**config.mk**
```make
export PLATFORM = sky130hd
export DESIGN_NAME = quot_bcd_conv
export DESIGN_NICKNAME = d
export VERILOG_FILES = /design/src/rtl/quot_bcd_conv.sv
export SDC_FILE = /design/constraint.sdc
export NUM_CORES = 1
export LEC_CHECK = 0
export BUFFER_PORTS_ARGS = -buffer_cell sky130_fd_sc_hd__buf_2
export CAP_MARGIN = 20
export CORE_AREA = 10 10 84 86
export DETAILED_ROUTE_END_ITERATION = 8
export DIE_AREA = 0 0 94 96
export GPL_TIMING_DRIVEN = 0
export PLACE_DENSITY = 0.81
export SYNTH_ARGS = -nofsm -noshare
export SYNTH_HDL_FRONTEND = slang
export SYNTH_SLANG_ARGS = --single-unit
```
**constraint.sdc**
```tcl
create_clock -name clk -period 4.8 [get_ports clk]
set_clock_uncertainty 0.15 [all_clocks]
set_input_delay 0.48 -clock clk [delete_from_list [all_inputs] [get_ports clk]]
set_output_delay 0.48 -clock clk [all_outputs]
set_load 0.03 [all_outputs]
```
**src/rtl/quot_bcd_conv.sv**
```systemverilog
// Signed quotient to sign + packed BCD converter for the divider's output stage.
// Sequential double-dabble: one magnitude bit per clock with a start/busy/done handshake.
module quot_bcd_conv #(
  parameter int unsigned W      = 16,
  parameter int unsigned DIGITS = 5
) (
  input  logic                  clk,
  input  logic                  rst_n,
  input  logic                  start,
  input  logic [W-1:0]          din,
  output logic                  busy,
  output logic                  done,
  output logic                  neg,
  output logic [4*DIGITS-1:0]   bcd
);

  localparam int unsigned BW = 4 * DIGITS;
  localparam int unsigned CW = (W > 1) ? $clog2(W) : 1;

  localparam logic [1:0] S_IDLE  = 2'd0;
  localparam logic [1:0] S_SHIFT = 2'd1;
  localparam logic [1:0] S_DONE  = 2'd2;

  logic [1:0]      r_state;
  logic [BW+W-1:0] r_sr;       // {BCD accumulator, magnitude} shifted as one word
  logic [CW-1:0]   r_cnt;
  logic            r_neg_cap;
  logic            r_neg;
  logic [BW-1:0]   r_bcd;

  logic [W-1:0]    w_mag;
  logic [BW-1:0]   w_adj;
  logic [BW+W-1:0] w_sr_next;
  logic            w_last;

  // Two's-complement magnitude; the most negative value maps to 2^(W-1) without overflow.
  assign w_mag  = din[W-1] ? ((~din) + W'(1)) : din;
  assign w_last = (r_cnt == CW'(W - 1));

  always_comb begin
    w_adj = r_sr[BW+W-1:W];
    for (int unsigned i = 0; i < DIGITS; i++) begin
      if (r_sr[W + 4*i +: 4] >= 4'd5)
        w_adj[4*i +: 4] = r_sr[W + 4*i +: 4] + 4'd3;
    end
  end

  assign w_sr_next = {w_adj, r_sr[W-1:0]} << 1;

  always_ff @(posedge clk or negedge rst_n) begin
    if (!rst_n) begin
      r_state   <= S_IDLE;
      r_sr      <= '0;
      r_cnt     <= '0;
      r_neg_cap <= 1'b0;
      r_neg     <= 1'b0;
      r_bcd     <= '0;
    end else begin
      case (r_state)
        S_SHIFT: begin
          r_sr  <= w_sr_next;
          r_cnt <= r_cnt + CW'(1);
          // Result registers load on the edge entering DONE, so they are valid with done.
          if (w_last) begin
            r_state <= S_DONE;
            r_bcd   <= w_sr_next[BW+W-1:W];
            r_neg   <= r_neg_cap;
          end
        end
        default: begin
          if (start) begin
            r_neg_cap <= din[W-1];
            r_sr      <= {{BW{1'b0}}, w_mag};
            r_cnt     <= '0;
            r_state   <= S_SHIFT;
          end else begin
            r_state   <= S_IDLE;
          end
        end
      endcase
    end
  end

  assign busy = (r_state == S_SHIFT);
  assign done = (r_state == S_DONE);
  assign neg  = r_neg;
  assign bcd  = r_bcd;

endmodule

```
==> results of run 1 <==
[layer usage]
metal / share of wire, % / track usage [%]
met1: 44 / 20.3
met5: 0 / 0
met3: 5.4 / 4.59
met4: 2.7 / 8.99
met2: 47 / 28.8
[logic make-up (layout without fill, tap and decap cells)]
| family | Yosys count | after routing |
|---|---|---|
| mux | 8 | 8 |
| xor+xnor | 22 | 22 |
| compound gates | 100 | 100 |
| fa+ha+maj | 12 | 12 |
| buf+inv | 34 | 92 |
| simple gates | 100 | 100 |
| flops | 64 | 64 |
[state kept, by name, summed over array words and instances (netlist names)]
register	flops
r_sr	36
bcd	20
r_cnt	4
r_state	2
neg	1
r_neg_cap	1
[where the power goes]
part / switching, uW / internal [uW] / total [uW]
logic: 734 / 437 / 1170
registers: 154 / 784 / 937
clock network: 200 / 227 / 427
total: 1090 / 1450 / 2540
[final timing paths]
kind	to	slack (ps)	depth (start not counted)
max	busy	1980	5
min	r_sr[15]	280	3
max reg2reg	bcd[11]	2330	8
min reg2reg	bcd[9]	320	2
max in group asynchronous	bcd[4]	3400	3
min in group asynchronous	bcd[19]	500	2
[layout make-up]
type                       instances  area, um^2  share of cell area, %
buffer                            19        98.8                   2.62
clock buffer                      13         169                   4.47
clock inverter                     3        15.0                  0.397
inverter                          15        56.3                   1.49
multi-input combinational        242        1520                   40.2
sequential                        64        1600                   42.4
tap                               72        90.1                   2.38
timing repair buffer              42         230                   6.09
[per-stage QoR]
| stage | hold WS, ps | total power, uW | setup slack, ps | utilization (%) | std cells |
|---|---|---|---|---|---|
| after floorplan | 34.4 | 1780 | 2760 | - | 340 |
| after global placement | 298 | 2060 | 2420 | 65.9 | 452 |
| after detailed placement | 316 | 2120 | 2350 | 66.3 | 453 |
| after CTS | 267 | 2550 | 1970 | 69.9 | 470 |
| after global routing | 289 | 2740 | 1800 | 69.9 | 470 |
| final | 278 | 2540 | 1980 | 69.9 | 470 |
[critical path, delay by kind of cell, from the launching register on]
| family | cells | cell delay (ps) |
|---|---|---|
| buf+inv | 4 | 1270 |
| simple gates | 1 | 210 |
| flops | 1 | 370 |
[repair_timing]
action	in CTS	in global routing
hold buffers	1	0
endpoints found under the hold margin	24	0
resized for setup	0	0
[layout by cell type, fill, tap and decap left out, types with 3 or more instances in the layout]
master and count:
nand2b_1 6, clkbuf_8 14, or3_1 8, clkinv_2 3, nor3b_1 10, ha_1 12, mux2_2 7, a22o_1 4
xor2_1 16, a21oi_1 17, nor2_1 11, a31oi_1 6, nor3_1 10, a21o_1 5, clkbuf_1 17, o31ai_1 4
or3b_2 5, buf_2 40, xnor2_1 6, nand2_1 34, o21ai_0 61, nand3_1 4, inv_1 15, nand3b_1 6
dfrtp_1 64
==> results.yml, run 1 <==
run_status:
  outcome: "complete, no violations"
worst_hold_path:
  min_from: "din[14]"
  hp-class: "in -> reg"
yosys:
  muxShareOfSynthArea_pct: 2.71
  syn_area_per_cell_um2: 9.63
  yosysTopAreaCell: "dfrtp_1"
  yosysMostFrequentCell: "dfrtp_1"
  synth-edff-count: 0
  synth_seq_area_share_pct: 48.9
  synth_compound_area_share_pct: 16.9
  synth_area_um2: 3270
  synthArstFlopShare_pct: 100
  synth-simple-area-share_pct: 16.3
  synth_top_family_by_area: "compound AO/OA/AOI/OAI gates"
  synth_seq_cells: 64
  synth-xor-area-share_pct: 5.88
  synth_cell_types: 34
  netlist_top_cells_count: "dfrtp_1, o21ai_0, nand2_1"
  syn-num-nets: 371
  synth_ff_type: "dfrtp_1"
  synthCells: 340
  yosysTopAreaCellShare_pct: 48.9
  synthAdderAreaFrac_pct: 4.59
  yosys-top-cells-area: "dfrtp_1, o21ai_0, ha_1"
  yosys_warnings: 0
route:
  wl_um: 7350
  drc_errors: 0
  drtIter0Drc: 167
  drt.antenna.violating_nets: 0
  route.vias.total: 2626
  via_per_inst: 5.59
  wl_per_cell_um: 15.6
  dr.pass1.iters: 4
cts:
  cts_buffers: 9
  cts_tree: "done"
  htreeDepth: 3
  postCtsSetupBuffers: 0
  cts_sinks: 64
  clockBufferDepth: 2
  root_buffer: "clkbuf_8"
  clk-insertion-delay-late_ps: 350
  clkTransAtPathRegs_ps: 60
critical_path:
  required_ps: 4170
  arrival_ps: 2190
  cp-end-kind: "output port"
  cp_max_fo: 10
  crit_slowest_cell: "clkbuf_1"
  regToRegStartpoint: "r_cnt[0]"
  crit_chain: "nand2b_1 > inv_1 > clkbuf_1 > clkbuf_1 > buf_2"
  slowest_delay_ps: 420
  crit_top_cell: "clkbuf_1"
  crit_path_start_kind: "flop"
  startpoint: "r_state[1]"
  path_class: "reg -> out"
sta:
  slew_violations: 0
  grt_setup_unrepaired: "no"
  finalSetupViolCount: 0
  fin_crit_sh_pct: 58.8
  tightestPinTransition_ps: 558
  hold_viol: 0
  fin_tns_setup_ps: 0
  period_needed_ps: 2820
  fmax_mhz: 355
  relSlewSlack_pct: 62.5
floorplanning:
  dieArea_um2: 9020
  initial_core_util_pct: 60.6
  fp-row-count: 27
  ios: 42
  core_um2: 5410
  die_h_um: 96
  die_w_um: 94
placed_design:
  gp_congestion: 0.889
  placed_area_um2: 3580
  io_buffers: 40
  hpwl_um: 5360
pwr:
  vdd_drop_max_mv: 0.279
  p_leak_uw: 0.00175
  power_per_cell_area_nw_per_um2: 671
global_routing:
  grt_remaining_overflow: 0
  grt_max_degree: 41
  grt_pass1_wl_um: 12200
  antenna_found_initial: 0
  grt_pass1_vias: 2624
  grt_use_total_pct: 17.3
cells_and_area:
  drive_gt1_share_pct: 18.1
  finalInstanceArea_um2: 3780
  syn_to_final_growth_pct: 15.4
  fillers: 422
  insertedDiodeCount: 0
  layout.nets: 424
run:
  maxCapViolations: 0
(Power assumes the default switching activity.)
==> run 2: changes to the inputs <==
Settings changed: CORE_AREA 10 10 84 86 to 10 10 87 89, DIE_AREA 0 0 94 96 to 0 0 97 99, PLACE_DENSITY 0.81 to 0.76.
Clock period 4.8 ns to 2.88 ns, I/O delays scaled along.
==> run 2 against run 1 <==
  * Die area up 6.4%
  * Worst hold slack worse by 180 ps
  * Sequential share of layout area up 0.44 points
  * Critical endpoint unchanged
==> results.yml, run 2 (synthesis gave the netlist of run 1 again) <==
run_status:
  outcome: "complete, no violations"
worst_hold_path:
  holdPathStages: 3
  hp-class: "in -> reg"
  min_to: "r_sr[15]"
  min_from: "din[14]"
cells_and_area:
  drive_gt1_share_pct: 17.2
  regMostFlops: "r_sr"
  final_cell_mix: "dfrtp_1, o21ai_0, buf_2, nand2_1, clkbuf_1"
  syn_to_final_growth_pct: 14.2
  largest_reg_flops: 36
  seqCellArea_um2: 1600
  fillers: 487
  multi_input_area_um2: 1520
  layout.nets: 424
  layout_commonest_cell: "dfrtp_1"
  insertedDiodeCount: 0
global_routing:
  antenna_found_initial: 0
  grt_max_degree: 34
  grt_remaining_overflow: 0
  grt_pass1_wl_um: 12700
  grt_use_total_pct: 15.9
  grt_pass1_vias: 2733
pwr:
  power_per_cell_area_nw_per_um2: 1100
  seqPwrFrac_pct: 37.8
  pwr-share-clk_pct: 14.8
  combPwrFrac_pct: 47.4
  swShare_pct: 43.4
  p_sw_uw: 1790
  vdd_drop_max_mv: 0.585
  p_int_uw: 2330
  p_leak_uw: 0.00173
critical_path:
  crit_slowest_cell: "clkbuf_1"
  cp-end-kind: "output port"
  crit_chain: "nand2b_1 > inv_1 > clkbuf_1 > clkbuf_1 > buf_2"
  path_class: "reg -> out"
  arrival_ps: 2160
  crit_path_start_kind: "flop"
  required_ps: 2440
  r2r-end: "bcd[3]"
  crit_top_cell: "clkbuf_1"
  cp_max_fo: 10
  regToRegStartpoint: "r_cnt[0]"
  slowest_delay_ps: 430
  r2r_slack_ps: 420
  worstRegToRegCells: 7
sta:
  fmax_mhz: 385
  fin_crit_sh_pct: 90.1
  slew_violations: 0
  hold_viol: 0
  period_needed_ps: 2590
  fin_ws_ps: 286
  finalSetupViolCount: 0
  tightestPinTransition_ps: 737
  relSlewSlack_pct: 50.9
  fin_tns_setup_ps: 0
  grt_setup_unrepaired: "no"
placed_design:
  hpwl_um: 5540
  io_buffers: 40
  dp_slack_ps: 377
  gp_congestion: 0.904
cts:
  clk-insertion-delay-late_ps: 340
  cts_buffers: 9
  clkTransAtPathRegs_ps: 70
  root_buffer: "clkbuf_8"
  htreeDepth: 3
  cts_resized: 0
  cts_sinks: 64
  clockBufferDepth: 2
  cts_tree: "done"
floorplanning:
  dieArea_um2: 9600
  initial_core_util_pct: 56.0
  ios: 42
  die_h_um: 99
  core_um2: 5850
  fp-row-count: 28
  die_w_um: 97
route:
  route.vias.total: 2623
  via_per_inst: 5.58
  drc_errors: 0
  wl_um: 7390
  drtIter0Drc: 126
  dr.pass1.iters: 4
  drt.antenna.violating_nets: 0
  wl_per_cell_um: 15.7
run:
  maxCapViolations: 0
## run 2: power by group through the flow
stage / Combinational, uW / Sequential [uW] / Clock (uW)
after floorplan: 1160 / 1800 / 0
after CTS: 1980 / 1550 / 619
after detailed placement: 1970 / 1570 / 0
final: 1950 / 1560 / 609
after global routing: 2200 / 1620 / 659
after global placement: 1890 / 1550 / 0
## run 2: how the worst max path moves through the flow
stage                    start        to  depth (start not counted)
floorplan              din[11]  r_sr[15]                          4
global placement      r_cnt[0]   bcd[11]                          8
detailed placement    r_cnt[0]    bcd[3]                          7
CTS                 r_state[1]      busy                          5
global route        r_state[1]      busy                          5
finish              r_state[1]      busy                          5
## run 2: area by class of cell
class	instances	share of cell area, %
flip-flops and latches	64	42.8
multi-input cells	242	40.6
repair buffers	42	6.16
clock buffers	11	3.51
plain buffers	19	2.64
well taps	75	2.51
inverters	15	1.51
clock inverters	2	0.268
## run 2: per-layer routing
layer / vias to the layer above / GRT usage, % / wire (um)
li1: 1297 / - / -
met1: 1248 / 18.8 / 3400
met2: 69 / 25.8 / 3500
met3: 9 / 5.31 / 370
met4: 0 / 7.15 / 116
met5: - / 0 / 0
## run 2: stage by stage
stage          total power, uW  hold WS [ps]  area (um^2)  util (%)  cells
3_3_place_gp              3440           299         3570      61.0    455
5_1_grt                   4480           102         3740      63.9    470
4_1_cts                   4150          84.9         3740      63.9    470
2_1_floorplan             2960          -158         3270         -    340
3_5_place_dp              3540           249         3590      61.3    456
6_report                  4120          99.4         3740      63.9    470
## run 2: timing repair
item	CTS	global route
hold buffers	1	0
buffers inserted	0	0
endpoints found under the hold margin	31	0
setup endpoints to repair	0	0
## run 2: worst max-delay path: cells and delay by family, from the launching register on
kind,cells,cell delay [ps]
buffers and inverters,4,1250
DFF,1,370
and+or+nand+nor,1,200
==> run 3: changes to the inputs <==
Settings changed: CORE_AREA 10 10 87 89 to 10 10 96 81, CTS_CLUSTER_SIZE set to 30, DIE_AREA 0 0 97 99 to 0 0 106 91, SETUP_SLACK_MARGIN set to 0.4.
==> run 3 against run 2 <==
  * Die area grew 0.45%
  * First-iteration DRC count grew 13%
  * Final area increased by 1.0%
  * Combinational power barely moved
  * Global-route usage increased by 0.57 points
  * Power increased by 3.5%
  * Via count is 2.7% higher
  * Critical path type unchanged
  * Critical endpoint unchanged
  * Largest power group unchanged
==> results.yml, run 3 (synthesis gave the netlist of run 1 again) <==
sta:
  slew_violations: 0
  fmax_mhz: 438
  fin_tns_setup_ps: 0
  hold_viol: 0
  tightestPinTransition_ps: 796
  grt_setup_unrepaired: "no"
  period_needed_ps: 2280
  relSlewSlack_pct: 46.9
  fin_crit_sh_pct: 79.2
  finalSetupViolCount: 0
cts:
  cts_sinks: 64
  postCtsSetupBuffers: 0
  cts_tree: "done"
  cts_buffers: 9
  clkTransAtPathRegs_ps: 60
  clockBufferDepth: 2
  htreeDepth: 3
  clk-insertion-delay-late_ps: 340
  root_buffer: "clkbuf_8"
floorplanning:
  die_h_um: 91
  die_w_um: 106
  dieArea_um2: 9650
  ios: 42
  initial_core_util_pct: 56.3
  core_um2: 5820
  fp-row-count: 25
critical_path:
  cp-end-kind: "output port"
  r2r-end: "bcd[17]"
  crit_path_start_kind: "flop"
  cp_num_buf_inv: 4
  path_class: "reg -> out"
  crit_family: "buffers and inverters"
  required_ps: 2440
  crit_slowest_cell: "dfrtp_1"
  crit_chain: "nand2b_1 > inv_1 > clkbuf_2 > clkbuf_2 > buf_2"
  r2r_slack_ps: 630
  arrival_ps: 1840
  worstRegToRegCells: 6
  slowest_delay_ps: 370
  crit_top_cell: "clkbuf_2"
  regToRegStartpoint: "r_cnt[0]"
  cp_max_fo: 10
placed_design:
  hpwl_um: 5550
  io_buffers: 40
  gp_congestion: 0.870
  dp_cells: 461
worst_hold_path:
  holdPathStages: 3
  hp-class: "in -> reg"
  min_to: "r_sr[15]"
  min_from: "din[14]"
route:
  route.vias.total: 2693
  met2_length_um: 3690
  wl_met3_um: 457
  wl_um: 7720
  wl_per_cell_um: 16.2
  drtIter0Drc: 142
  highest_layer: "met4"
  via_per_inst: 5.65
  dr.pass1.iters: 5
  drc_errors: 0
  drt.antenna.violating_nets: 0
  drt-met1-wl_um: 3460
cells_and_area:
  layout.nets: 423
  syn_to_final_growth_pct: 15.4
  largest_reg_flops: 36
  stdcell_count: 477
  regMostFlops: "r_sr"
  layout_commonest_cell: "dfrtp_1"
  final_cell_mix: "dfrtp_1, o21ai_0, buf_2, nand2_1, a21oi_1"
  fillers: 502
  drive_gt1_share_pct: 18.4
  insertedDiodeCount: 0
run_status:
  outcome: "complete, no violations"
pwr:
  p_leak_uw: 0.00175
  power_per_cell_area_nw_per_um2: 1130
  vdd_drop_max_mv: 0.478
global_routing:
  grt_pass1_vias: 2683
  grt_remaining_overflow: 0
  grt_use_total_pct: 16.5
  antenna_found_initial: 0
  grt_max_degree: 65
  grt_pass1_wl_um: 13000
run:
  maxCapViolations: 0
[run 3: cell types whose count changed in the layout (fill, tap and decap cells not counted), sizes merged]
cell,previous run,this run
bufinv,0,1
buf,42,41
clkinv,2,3
[run 3: layer usage]
metal,GRT usage (%),vias up
li1,-,1297
met1,21.9,1301
met3,4.24,14
met4,5.41,0
met2,25.6,81
met5,0,-
[run 3: timing repair]
| action | 4_1_cts | 5_1_grt |
|---|---|---|
| endpoints found under the setup margin | 1 | 6 |
| gates resized for setup | 1 | 4 |
| endpoints found under the hold margin | 64 | 0 |
| cloned | 0 | 0 |
| pin swaps | 0 | 0 |
| hold buffers | 1 | 0 |
[run 3: worst max path at each step]
| stage | cells past startpoint | endpoint | slack (ps) | start |
|---|---|---|---|---|
| finish | 5 | busy | 600 | r_state[1] |
| global route | 6 | bcd[13] | 450 | r_cnt[0] |
| CTS | 5 | busy | 440 | r_state[1] |
| detailed placement | 8 | bcd[11] | 550 | r_cnt[0] |
| global placement | 8 | bcd[11] | 590 | r_cnt[0] |
| floorplan | 4 | r_sr[15] | 1030 | din[11] |
[run 3: cell type report]
class	instances	area, um^2	area share, %
Buffer	19	103	2.72
Clock buffer	11	141	3.74
Clock inverter	4	45.0	1.19
Inverter	15	56.3	1.49
Multi-Input combinational cell	242	1520	40.2
Sequential cell	64	1600	42.4
Tap cell	81	101	2.68
Timing Repair Buffer	41	213	5.63
[run 3: tightest hold or removal path, delay by kind of cell]
| family | cells | cell delay, ps |
|---|---|---|
| and+or+nand+nor | 1 | 100 |
| AOI/OAI and AO/OA | 1 | 60 |
| buffers and inverters | 1 | 90 |
[run 3: power breakdown]
group	internal, uW	switching, uW	total, uW
sequential	1310	260	1570
clock	414	329	743
combinational	732	1220	1950
total	2450	1810	4260
[run 3: through the flow]
step | power [uW] | utilization (%) | hold WS [ps] | instance area, um^2 | setup WS (ps)
after CTS | 4290 | 64.9 | 84.7 | 3780 | 444
after floorplan | 2960 | - | -158 | 3270 | 1030
final | 4260 | 64.9 | 89.5 | 3780 | 598
after global placement | 3440 | 61.5 | 306 | 3580 | 592
after detailed placement | 3530 | 61.5 | 273 | 3580 | 546
after global routing | 4620 | 64.9 | 111 | 3780 | 450
